`config.mk`:
```
export PLATFORM = sky130hd
export DESIGN_NAME = cmos_cam_gen
export DESIGN_NICKNAME = d
export VERILOG_FILES = /design/src/rtl/cmos_cam_gen.sv
export SDC_FILE = /design/constraint.sdc
export NUM_CORES = 1
export LEC_CHECK = 0
export CAP_MARGIN = 25
export CORE_MARGIN = 2
export CORE_UTILIZATION = 55
export DETAILED_ROUTE_END_ITERATION = 10
export PLACE_DENSITY = 0.81
export SYNTH_ARGS = -nofsm -noshare
export SYNTH_HDL_FRONTEND = slang
export SYNTH_SLANG_ARGS = --single-unit
```
`constraint.sdc`:
```
create_clock -name clk -period 11.8 [get_ports clk]
set_input_delay 2.95 -clock clk [delete_from_list [all_inputs] [get_ports clk]]
set_output_delay 2.95 -clock clk [all_outputs]
set_load 0.02 [all_outputs]
```
`src/rtl/cmos_cam_gen.sv`:
```
// cmos_cam_gen -- CMOS camera timing generator.
//
// Produces VSYNC/HREF framing for a configurable resolution, with the byte
// address of the current pixel inside a BMP-style frame buffer (header
// offset, rows padded to 4 bytes, optional bottom-up row order).
//
// Ports:
//   clk          rising-edge clock
//   rst_n        synchronous reset, active low
//   en           run request, sampled in IDLE and at each frame end
//   frame_limit  frames to emit after start (0 = free-run)
//   cmos_vsync   frame sync, level VSYNC_POL during the VSYNC lines
//   cmos_href    high on every active beat
//   cmos_beat    beat phase within a pixel (BYTE_MODE=1 only)
//   cmos_index   buffer byte address of the current pixel's first byte
//   line_cnt     active line number in emission order
//   frame_cnt    frames completed since start (saturating)
//   frame_done   one-cycle pulse on the last cycle of each frame
//   busy         high whenever not IDLE
module cmos_cam_gen #(
  parameter int H_ACTIVE   = 800,
  parameter int V_ACTIVE   = 600,
  parameter int H_BLANK    = 160,
  parameter int V_SYNC     = 4,
  parameter int V_BACK     = 16,
  parameter int V_FRONT    = 4,
  parameter int BPP        = 3,
  parameter int HDR_OFFSET = 54,
  parameter int BOTTOM_UP  = 1,
  parameter int BYTE_MODE  = 0,
  parameter int VSYNC_POL  = 1,
  parameter int INDEX_W    = 32
) (
  input  logic               clk,
  input  logic               rst_n,
  input  logic               en,
  input  logic [15:0]        frame_limit,
  output logic               cmos_vsync,
  output logic               cmos_href,
  output logic               cmos_beat,
  output logic [INDEX_W-1:0] cmos_index,
  output logic [15:0]        line_cnt,
  output logic [15:0]        frame_cnt,
  output logic               frame_done,
  output logic               busy
);

  localparam int HREF_LEN = H_ACTIVE * (1 + BYTE_MODE);
  localparam int LINE_LEN = HREF_LEN + H_BLANK;
  localparam int STRIDE   = ((H_ACTIVE * BPP + 3) / 4) * 4;
  localparam longint MAX_INDEX = longint'(HDR_OFFSET)
                               + longint'(V_ACTIVE - 1) * longint'(STRIDE)
                               + longint'(H_ACTIVE - 1) * longint'(BPP);

  localparam logic [15:0] H_LAST   = 16'(LINE_LEN - 1);
  localparam logic [15:0] HREF_END = 16'(HREF_LEN);
  localparam logic [15:0] VS_LAST  = 16'(V_SYNC - 1);
  localparam logic [15:0] VB_LAST  = 16'(V_BACK - 1);
  localparam logic [15:0] VA_LAST  = 16'(V_ACTIVE - 1);
  localparam logic [15:0] VF_LAST  = 16'(V_FRONT - 1);
  localparam logic        POL      = (VSYNC_POL != 0);

  localparam logic [INDEX_W-1:0] IDX_HDR    = INDEX_W'(HDR_OFFSET);
  localparam logic [INDEX_W-1:0] IDX_STRIDE = INDEX_W'(STRIDE);
  localparam logic [INDEX_W-1:0] IDX_BPP    = INDEX_W'(BPP);

  if (INDEX_W < 63 && MAX_INDEX >= (longint'(1) << INDEX_W)) begin : g_index_too_narrow
    $error("cmos_cam_gen: INDEX_W too narrow for largest pixel index");
  end
  if (H_BLANK < 1 || V_SYNC < 1 || BPP < 1 || BPP > 4 || LINE_LEN > 65536) begin : g_bad_params
    $error("cmos_cam_gen: illegal timing parameters");
  end

  typedef enum logic [2:0] {S_IDLE, S_VSYNC, S_VBACK, S_ACTIVE, S_VFRONT} state_t;

  // The frame's final cycle lives in VFRONT, or in the last active line
  // when there is no front porch.
  localparam state_t      LAST_STATE = (V_FRONT > 0) ? S_VFRONT : S_ACTIVE;
  localparam logic [15:0] LAST_V     = (V_FRONT > 0) ? VF_LAST : VA_LAST;

  state_t      state, nxt_state;
  logic [15:0] v_cnt, h_cnt, nxt_v, nxt_h;
  logic        stop, frame_end, nxt_last, nxt_href, nxt_beat;
  logic [15:0] row16, col16;
  logic [INDEX_W-1:0] nxt_index;

  function automatic logic [15:0] phase_last(input state_t s);
    case (s)
      S_VSYNC:  return VS_LAST;
      S_VBACK:  return VB_LAST;
      S_ACTIVE: return VA_LAST;
      default:  return VF_LAST;
    endcase
  endfunction

  // frame_cnt already holds the incremented count during the final cycle,
  // so reaching the limit is a plain equality here.
  assign stop = !en || (frame_limit != 16'd0 && frame_cnt == frame_limit);

  // Next raster position: (state, line within phase, cycle within line).
  always_comb begin
    nxt_state = state;
    nxt_v     = v_cnt;
    nxt_h     = h_cnt;
    frame_end = 1'b0;
    if (state == S_IDLE) begin
      if (en) begin
        nxt_state = S_VSYNC;
        nxt_v     = '0;
        nxt_h     = '0;
      end
    end else if (h_cnt != H_LAST) begin
      nxt_h = h_cnt + 16'd1;
    end else begin
      nxt_h = '0;
      if (v_cnt != phase_last(state)) begin
        nxt_v = v_cnt + 16'd1;
      end else begin
        nxt_v = '0;
        case (state)
          S_VSYNC:  nxt_state = (V_BACK > 0) ? S_VBACK : S_ACTIVE;
          S_VBACK:  nxt_state = S_ACTIVE;
          S_ACTIVE: if (V_FRONT > 0) nxt_state = S_VFRONT;
                    else frame_end = 1'b1;
          default:  frame_end = 1'b1;
        endcase
        if (frame_end) nxt_state = stop ? S_IDLE : S_VSYNC;
      end
    end
  end

  // Outputs are registered from the next position so they line up with it.
  always_comb begin
    nxt_last  = (nxt_state == LAST_STATE) && (nxt_v == LAST_V) && (nxt_h == H_LAST);
    nxt_href  = (nxt_state == S_ACTIVE) && (nxt_h < HREF_END);
    nxt_beat  = (BYTE_MODE != 0) && nxt_href && nxt_h[0];
    col16     = (BYTE_MODE != 0) ? {1'b0, nxt_h[15:1]} : nxt_h;
    row16     = (BOTTOM_UP != 0) ? (VA_LAST - nxt_v) : nxt_v;
    nxt_index = IDX_HDR + INDEX_W'(row16) * IDX_STRIDE + INDEX_W'(col16) * IDX_BPP;
  end

  always_ff @(posedge clk) begin
    if (!rst_n) begin
      state      <= S_IDLE;
      v_cnt      <= '0;
      h_cnt      <= '0;
      cmos_vsync <= ~POL;
      cmos_href  <= 1'b0;
      cmos_beat  <= 1'b0;
      cmos_index <= IDX_HDR;
      line_cnt   <= '0;
      frame_cnt  <= '0;
      frame_done <= 1'b0;
      busy       <= 1'b0;
    end else begin
      state      <= nxt_state;
      v_cnt      <= nxt_v;
      h_cnt      <= nxt_h;
      cmos_vsync <= (nxt_state == S_VSYNC) ? POL : ~POL;
      cmos_href  <= nxt_href;
      cmos_beat  <= nxt_beat;
      if (nxt_href) cmos_index <= nxt_index;
      if (nxt_state == S_VSYNC)
        line_cnt <= '0;
      else if (nxt_state == S_ACTIVE && nxt_h == 16'd0)
        line_cnt <= nxt_v;
      frame_done <= nxt_last;
      if (state == S_IDLE && en)
        frame_cnt <= '0;
      else if (nxt_last && frame_cnt != 16'hFFFF)
        frame_cnt <= frame_cnt + 16'd1;
      busy <= (nxt_state != S_IDLE);
    end
  end

endmodule

```
==> impl_metrics.csv, run 1 <==
group,metric,value,unit
place,dpl.hpwl,16.5,mm
logic_synthesis,ys_types,79,
sta,fin_skew,10.4,ps
worst_setup_path,critPathCaptureType,"register",
worst_setup_path,crit_path_end,"cmos_index[26]$_SDFFE_PN0P_",
clocking,clkSlewWorstSetupHoldPaths,80,ps
power_and_ir_drop,p_per_area,67.4,nW/um^2
clocking,cts_resized,0,
worst_setup_path,required,12080,ps
sta,worst_pin_slew,1000,ps
floorplanning,die_h,131,um
sta,finalCritPeriodShare,0.868,
place,gp_congestion,0.933,
logic_synthesis,synth_warnings,0,
clocking,numCtsBuffers,9,
logic_synthesis,synthFlopType,"dfxtp_1",
worst_setup_path,critPathLaunchType,"input port",
detailed_routing,firstDrtPassIters,5,
worst_setup_path,slowest_delay,630,ps
power_and_ir_drop,power.total,689,uW
worst_setup_path,cp.arrival,10520,ps
finish,antennaDiodeCount,0,
sta,setup_viol,0,
grt,grt_use_total,0.256,
worst_setup_path,path_class,"input port to register",
worst_setup_path,rr_startpoint,"h_cnt[6]$_SDFF_PN0_",
place,detailed_place.area,9920,um^2
logic_synthesis,async_reset_ff_frac,0,
floorplanning,fp.dieW,131,um
sta,maxSlewHeadroom,0.325,
worst_setup_path,rrSetupSlack,2900,ps
finish,stdcell_area,10200,um^2
clocking,worstSkewPairLatency,360,ps
clocking,cts_tree,"done",
logic_synthesis,synthCells,1084,
detailed_routing,drt_first_iter_violations,426,
worst_setup_path,worstReg2RegEnd,"cmos_index[26]$_SDFFE_PN0P_",
finish,fin_nets,1323,
logic_synthesis,synth_edf_count,0,
clocking,cts_root_buffer,"clkbuf_16",
clocking,cts_setup_buffers,0,
detailed_routing,drc_errors,0,
detailed_routing,num_vias,7884,
sta,hold_ws,458,ps
run_status,status,"completed",
power_and_ir_drop,ir_drop,0.0000668,V
sta,fin_crit,10240,ps
sta,fmax,0.0976,GHz
floorplanning,start_util,0.563,
worst_setup_path,slowest_stage,"clkdlybuf4s50_1",
grt,grt_pass1_wl,36.8,mm
floorplanning,fp.dieArea,17200,um^2
logic_synthesis,ys_seq_elements,100,
worst_setup_path,crit_fanout,7,
detailed_routing,post_drt_via_cell_ratio,5.74,
detailed_routing,detail-route-antenna-nets,0,
floorplanning,core,15800,um^2
power_and_ir_drop,p_leak,4.46,nW
logic_synthesis,seq_area_frac_synth,0.225,
grt,grt_max_degree,39,
sta,final_max_slew_viol_count,0,
sta,grt_setup_unrepaired,"false",
grt,overflow,0,
clocking,cts_max_path_buffers,2,
sta,hold_viol,0,
floorplanning,ios,88,
logic_synthesis,syn_area,8910,um^2
finish,area_delta_synth_final,14.9,%
floorplanning,rows,46,
hold_path,hold_path_class,"register to register",
finish,layout-drive-gt1-share,0.0432,
worst_setup_path,cp-startpoint,"en",
clocking,cts_htree_levels,3,
flow_run,drv_cap,0,
grt,grt_pass1_vias,7564,
clocking,cts_hold_buf,0,
place,numPortBuffers,83,
worst_setup_path,r2r_cells,33,
grt,antenna_found_initial,0,
sta,final.setup.tns,0,ps
detailed_routing,wirelength,21.7,mm
clocking,clock_sinks,100,
detailed_routing,wl_per_cell,15.8,um
logic_synthesis,synth.avg_cell_area,8.22,um^2
## metal layers
| metal | GRT usage | wire [um] |
|---|---|---|
| met5 | 0 | 0 |
| met4 | 0.0882 | 552 |
| met3 | 0.0424 | 1130 |
| met2 | 0.426 | 10100 |
| met1 | 0.339 | 9960 |
## cell type report
type	count	area, um^2
repair buffers	92	898
fillers	1346	5600
inverters	102	383
well taps	216	270
flip-flops and latches	100	2000
clock inverters	7	73.8
multi-input cells	848	6380
clock buffers	9	225
## worst max-delay path: cells and delay by family
family	cells	cell delay, ps
buffers and inverters	6	950
AND/OR/NAND/NOR	7	770
XOR/XNOR	2	490
AO/OA/AOI/OAI	8	2200
adder cells (fa/ha/maj)	8	3120
## cell usage after synthesis, types with 13 or more instances
library cell / number / area share
xor2_1: 32 / 0.031
nand3_1: 42 / 0.024
ha_1: 117 / 0.16
xnor2_1: 54 / 0.053
a211oi_1: 19 / 0.016
fa_1: 34 / 0.076
clkbuf_1: 26 / 0.011
nand2_1: 89 / 0.038
nor3_1: 27 / 0.015
a21oi_1: 56 / 0.031
mux2i_1: 15 / 0.017
dfxtp_1: 100 / 0.22
nand4_1: 21 / 0.015
a21o_1: 14 / 0.012
nor2_1: 105 / 0.044
o21ai_0: 34 / 0.019
inv_1: 101 / 0.043
and3_1: 20 / 0.014
and2_1: 16 / 0.011
nand2b_1: 13 / 0.0091
o21a_1: 13 / 0.011
## worst min-delay path by stage
stage,start,endpoint,slack (ps),cells after the start
after CTS,cmos_index[9]$_SDFFE_PN0P_,cmos_index[9]$_SDFFE_PN0P_,460,2
final,cmos_index[3]$_SDFFE_PN0P_,cmos_index[3]$_SDFFE_PN0P_,460,2
after global routing,cmos_index[3]$_SDFFE_PN0P_,cmos_index[3]$_SDFFE_PN0P_,480,2
after detailed placement,cmos_index[9]$_SDFFE_PN0P_,cmos_index[9]$_SDFFE_PN0P_,450,2
after global placement,cmos_index[11]$_SDFFE_PN0P_,cmos_index[11]$_SDFFE_PN0P_,450,2
after floorplan,v_cnt[13]$_SDFF_PN0_,v_cnt[13]$_SDFF_PN0_,530,2
## state kept, by name (all words and copies together) (netlist names)
register	flops
busy	1
cmos_href	1
cmos_index	29
cmos_vsync	1
frame_cnt	16
frame_done	1
h_cnt	16
line_cnt	16
state	3
v_cnt	16
## metrics by stage
step	setup WS [ps]	cells	util
after CTS	1570	1373	0.646
after detailed placement	1230	1357	0.627
after global routing	933	1374	0.646
final	1560	1374	0.646
after global placement	1540	1356	0.626
after floorplan	2630	1087	-
## logic make-up (layout without fill, tap and decap cells)
group                    count (synthesis)  after routing  share of synthesized area
AO/OA/AOI/OAI                          210            210                      0.156
adder cells (fa/ha/maj)                151            151                      0.241
XOR/XNOR                                87             87                     0.0864
other                                    1              4                   0.000421
flip-flops                             100            100                      0.225
multiplexers                            15             15                     0.0169
AND/OR/NAND/NOR                        381            381                      0.214
buffers and inverters                  139            210                     0.0617
## where the power goes
part	internal (mW)	switching [mW]	leakage [nW]	total, mW
sequential	0.338	0.00123	0.806	0.339
combinational	0.0150	0.0252	3.51	0.0402
clock	0.166	0.144	0.146	0.310
total	0.519	0.170	4.46	0.689
## placed cells by master (no fill, tap or decap), types with 14 or more instances in the layout
cell type / count
ha_1: 117
nor2_1: 105
inv_1: 101
dfxtp_1: 100
nand2_1: 89
clkdlybuf4s50_1: 83
a21oi_1: 56
xnor2_1: 54
nand3_1: 42
o21ai_0: 34
fa_1: 34
xor2_1: 32
nor3_1: 26
nand4_1: 21
and3_1: 20
a211oi_1: 19
and2_1: 16
mux2i_1: 15
a21o_1: 14
No activity file was read; power rests on OpenSTA's default activity.
==> inputs of run 2 (changes only) <==
- CORE_UTILIZATION: 55 -> 59
- GPL_ROUTABILITY_DRIVEN: unset -> 1
- PLACE_DENSITY: 0.81 -> 0.86
==> run 2 against run 1 <==
Sequential power hardly changed. Global-route usage is 3.2 points higher. Worst hold slack better by 1.6 ps. Die area is 6.6% lower. Utilization is 5.2 points higher. Clock skew is 0.72 ps higher. Total power is 2.8% higher. Final area hardly changed. Non-clock buffer count is 1 higher. Maximum frequency is 1.0% lower. Highest routed layer unchanged. Via count is 1.3% higher. Largest power group unchanged. Clock power is 6% higher.
==> impl_metrics.csv, run 2 (synthesized netlist as in run 1, its figures left out) <==
group,metric,value,unit
worst_setup_path,critPathLaunchType,"input port",
worst_setup_path,path_delay_family,"adder cells",
grt,grt_max_degree,34,
grt,grt_pass1_wl,37.9,mm
run_status,status,"completed",
hold_path,worstHoldPathCells,2,
floorplanning,core,14600,um^2
place,numPortBuffers,83,
finish,antennaDiodeCount,0,
clocking,cts_tree,"done",
grt,overflow,0,
detailed_routing,detail-route-antenna-nets,0,
sta,final.setup.tns,0,ps
worst_setup_path,slowest_stage,"nor2_1",
grt,grtUsageMet1,0.382,
worst_setup_path,required,12050,ps
finish,multi_input_area,6380,um^2
sta,setup_viol,0,
sta,finalCritPeriodShare,0.877,
floorplanning,rows,44,
floorplanning,start_util,0.608,
clocking,cts_max_path_buffers,2,
floorplanning,die_h,127,um
finish,final_common_cell,"ha_1",
worst_setup_path,critPathBufInv,6,
clocking,cts_setup_buffers,0,
place,detailed_place.area,9880,um^2
grt,grt_util_met2,0.475,
power_and_ir_drop,ir_drop,0.0000705,V
finish,layout-drive-gt1-share,0.0431,
sta,fmax,0.0966,GHz
hold_path,hold_path_class,"register to register",
power_and_ir_drop,p_per_area,69.3,nW/um^2
sta,fin_crit,10350,ps
worst_setup_path,path_class,"input port to register",
sta,grt_setup_unrepaired,"false",
clocking,numCtsBuffers,9,
floorplanning,ios,88,
finish,fillers,1136,
detailed_routing,wirelength,22.5,mm
grt,grt_util_met3,0.0447,
detailed_routing,num_vias,7989,
finish,final_cell_mix,"117 x ha_1, 105 x nor2_1, 101 x inv_1, 100 x dfxtp_1, 89 x nand2_1",
worst_setup_path,r2r_cells,32,
place,dpl.hpwl,16.6,mm
finish,fin_nets,1324,
place,gp_congestion,0.955,
finish,ff_latch_area,2000,um^2
detailed_routing,wl_per_cell,16.8,um
floorplanning,fp.dieW,127,um
grt,antenna_found_initial,0,
detailed_routing,drt_first_iter_violations,620,
clocking,cts_root_buffer,"clkbuf_16",
clocking,clock_sinks,100,
clocking,cts_hold_buf,0,
finish,stdcell_area,10200,um^2
power_and_ir_drop,p_leak,4.47,nW
sta,hold_viol,0,
grt,grt.busiest_layer,"met2",
finish,largest_reg_flops,29,
detailed_routing,post_drt_via_cell_ratio,5.95,
sta,fin_skew,11.2,ps
worst_setup_path,cp.arrival,10600,ps
worst_setup_path,slowest_delay,600,ps
clocking,worstSkewPairLatency,360,ps
worst_setup_path,worstSetupPathDepth,31,
worst_setup_path,critPathCaptureType,"register",
worst_setup_path,crit_fanout,10,
grt,grt_pass1_vias,7838,
floorplanning,fp.dieArea,16100,um^2
sta,hold_ws,460,ps
sta,worst_pin_slew,923,ps
clocking,cts_htree_levels,3,
clocking,clkSlewWorstSetupHoldPaths,80,ps
detailed_routing,drc_errors,0,
flow_run,drv_cap,0,
sta,maxSlewHeadroom,0.378,
detailed_routing,firstDrtPassIters,6,
clocking,cts_resized,0,
grt,grt_use_total,0.288,
finish,regMostFlops,"cmos_index",
sta,final_max_slew_viol_count,0,
finish,area_delta_synth_final,14.8,%
-- run 2: changes by cell type in the layout (fill, tap and decap cells not counted), sizes merged --
cell | previous run | this run
clkinvlp | 1 | 2
inv | 104 | 102
buf | 9 | 10
bufinv | 1 | 2
clkinv | 3 | 2
clkbuf | 9 | 10
-- run 2: power by group --
part | internal (mW) | switching [mW] | leakage (nW)
Sequential | 0.338 | 0.00118 | 0.806
Clock | 0.186 | 0.142 | 0.149
Combinational | 0.0155 | 0.0256 | 3.51
-- run 2: worst min-delay path, stage by stage, from the launching register on --
cell and delay [ps]:
dfxtp_1 310, nand2_1 50, a21oi_1 50
-- run 2: cell type report --
cell class	instances	share of cell area
Clock buffer	10	0.0224
Multi-Input combinational cell	848	0.624
Tap cell	184	0.0225
Timing Repair Buffer	93	0.0893
Inverter	102	0.0374
Clock inverter	6	0.00869
Sequential cell	100	0.196
-- run 2: through the flow --
stage	utilization	power (mW)	cells	setup slack, ps
floorplan	-	0.371	1087	2630
global placement	0.674	0.386	1324	1550
detailed placement	0.675	0.387	1325	1320
CTS	0.697	0.709	1341	1520
global route	0.698	0.727	1343	875
finish	0.698	0.708	1343	1450
-- run 2: path summary, 6_finish.rpt --
check,slack [ps],to,start
worst max-delay path,1450,cmos_index[22]$_SDFFE_PN0P_,en
worst min-delay path,460,cmos_index[10]$_SDFFE_PN0P_,cmos_index[10]$_SDFFE_PN0P_
worst max register to register,2810,cmos_index[22]$_SDFFE_PN0P_,h_cnt[6]$_SDFF_PN0_
worst min register to register,460,cmos_index[10]$_SDFFE_PN0P_,cmos_index[10]$_SDFFE_PN0P_
-- run 2: routing by layer --
layer	routed length [um]	part of all wire
met4	669	0.030
met5	0	0
met3	1320	0.059
met1	10100	0.45
met2	10400	0.46
==> inputs of run 3 (changes only) <==
- ABC_CLOCK_PERIOD_IN_PS: unset -> 11800
==> results of run 3 <==
No change in the layout: final DEF, timing and power equal those of run 2.
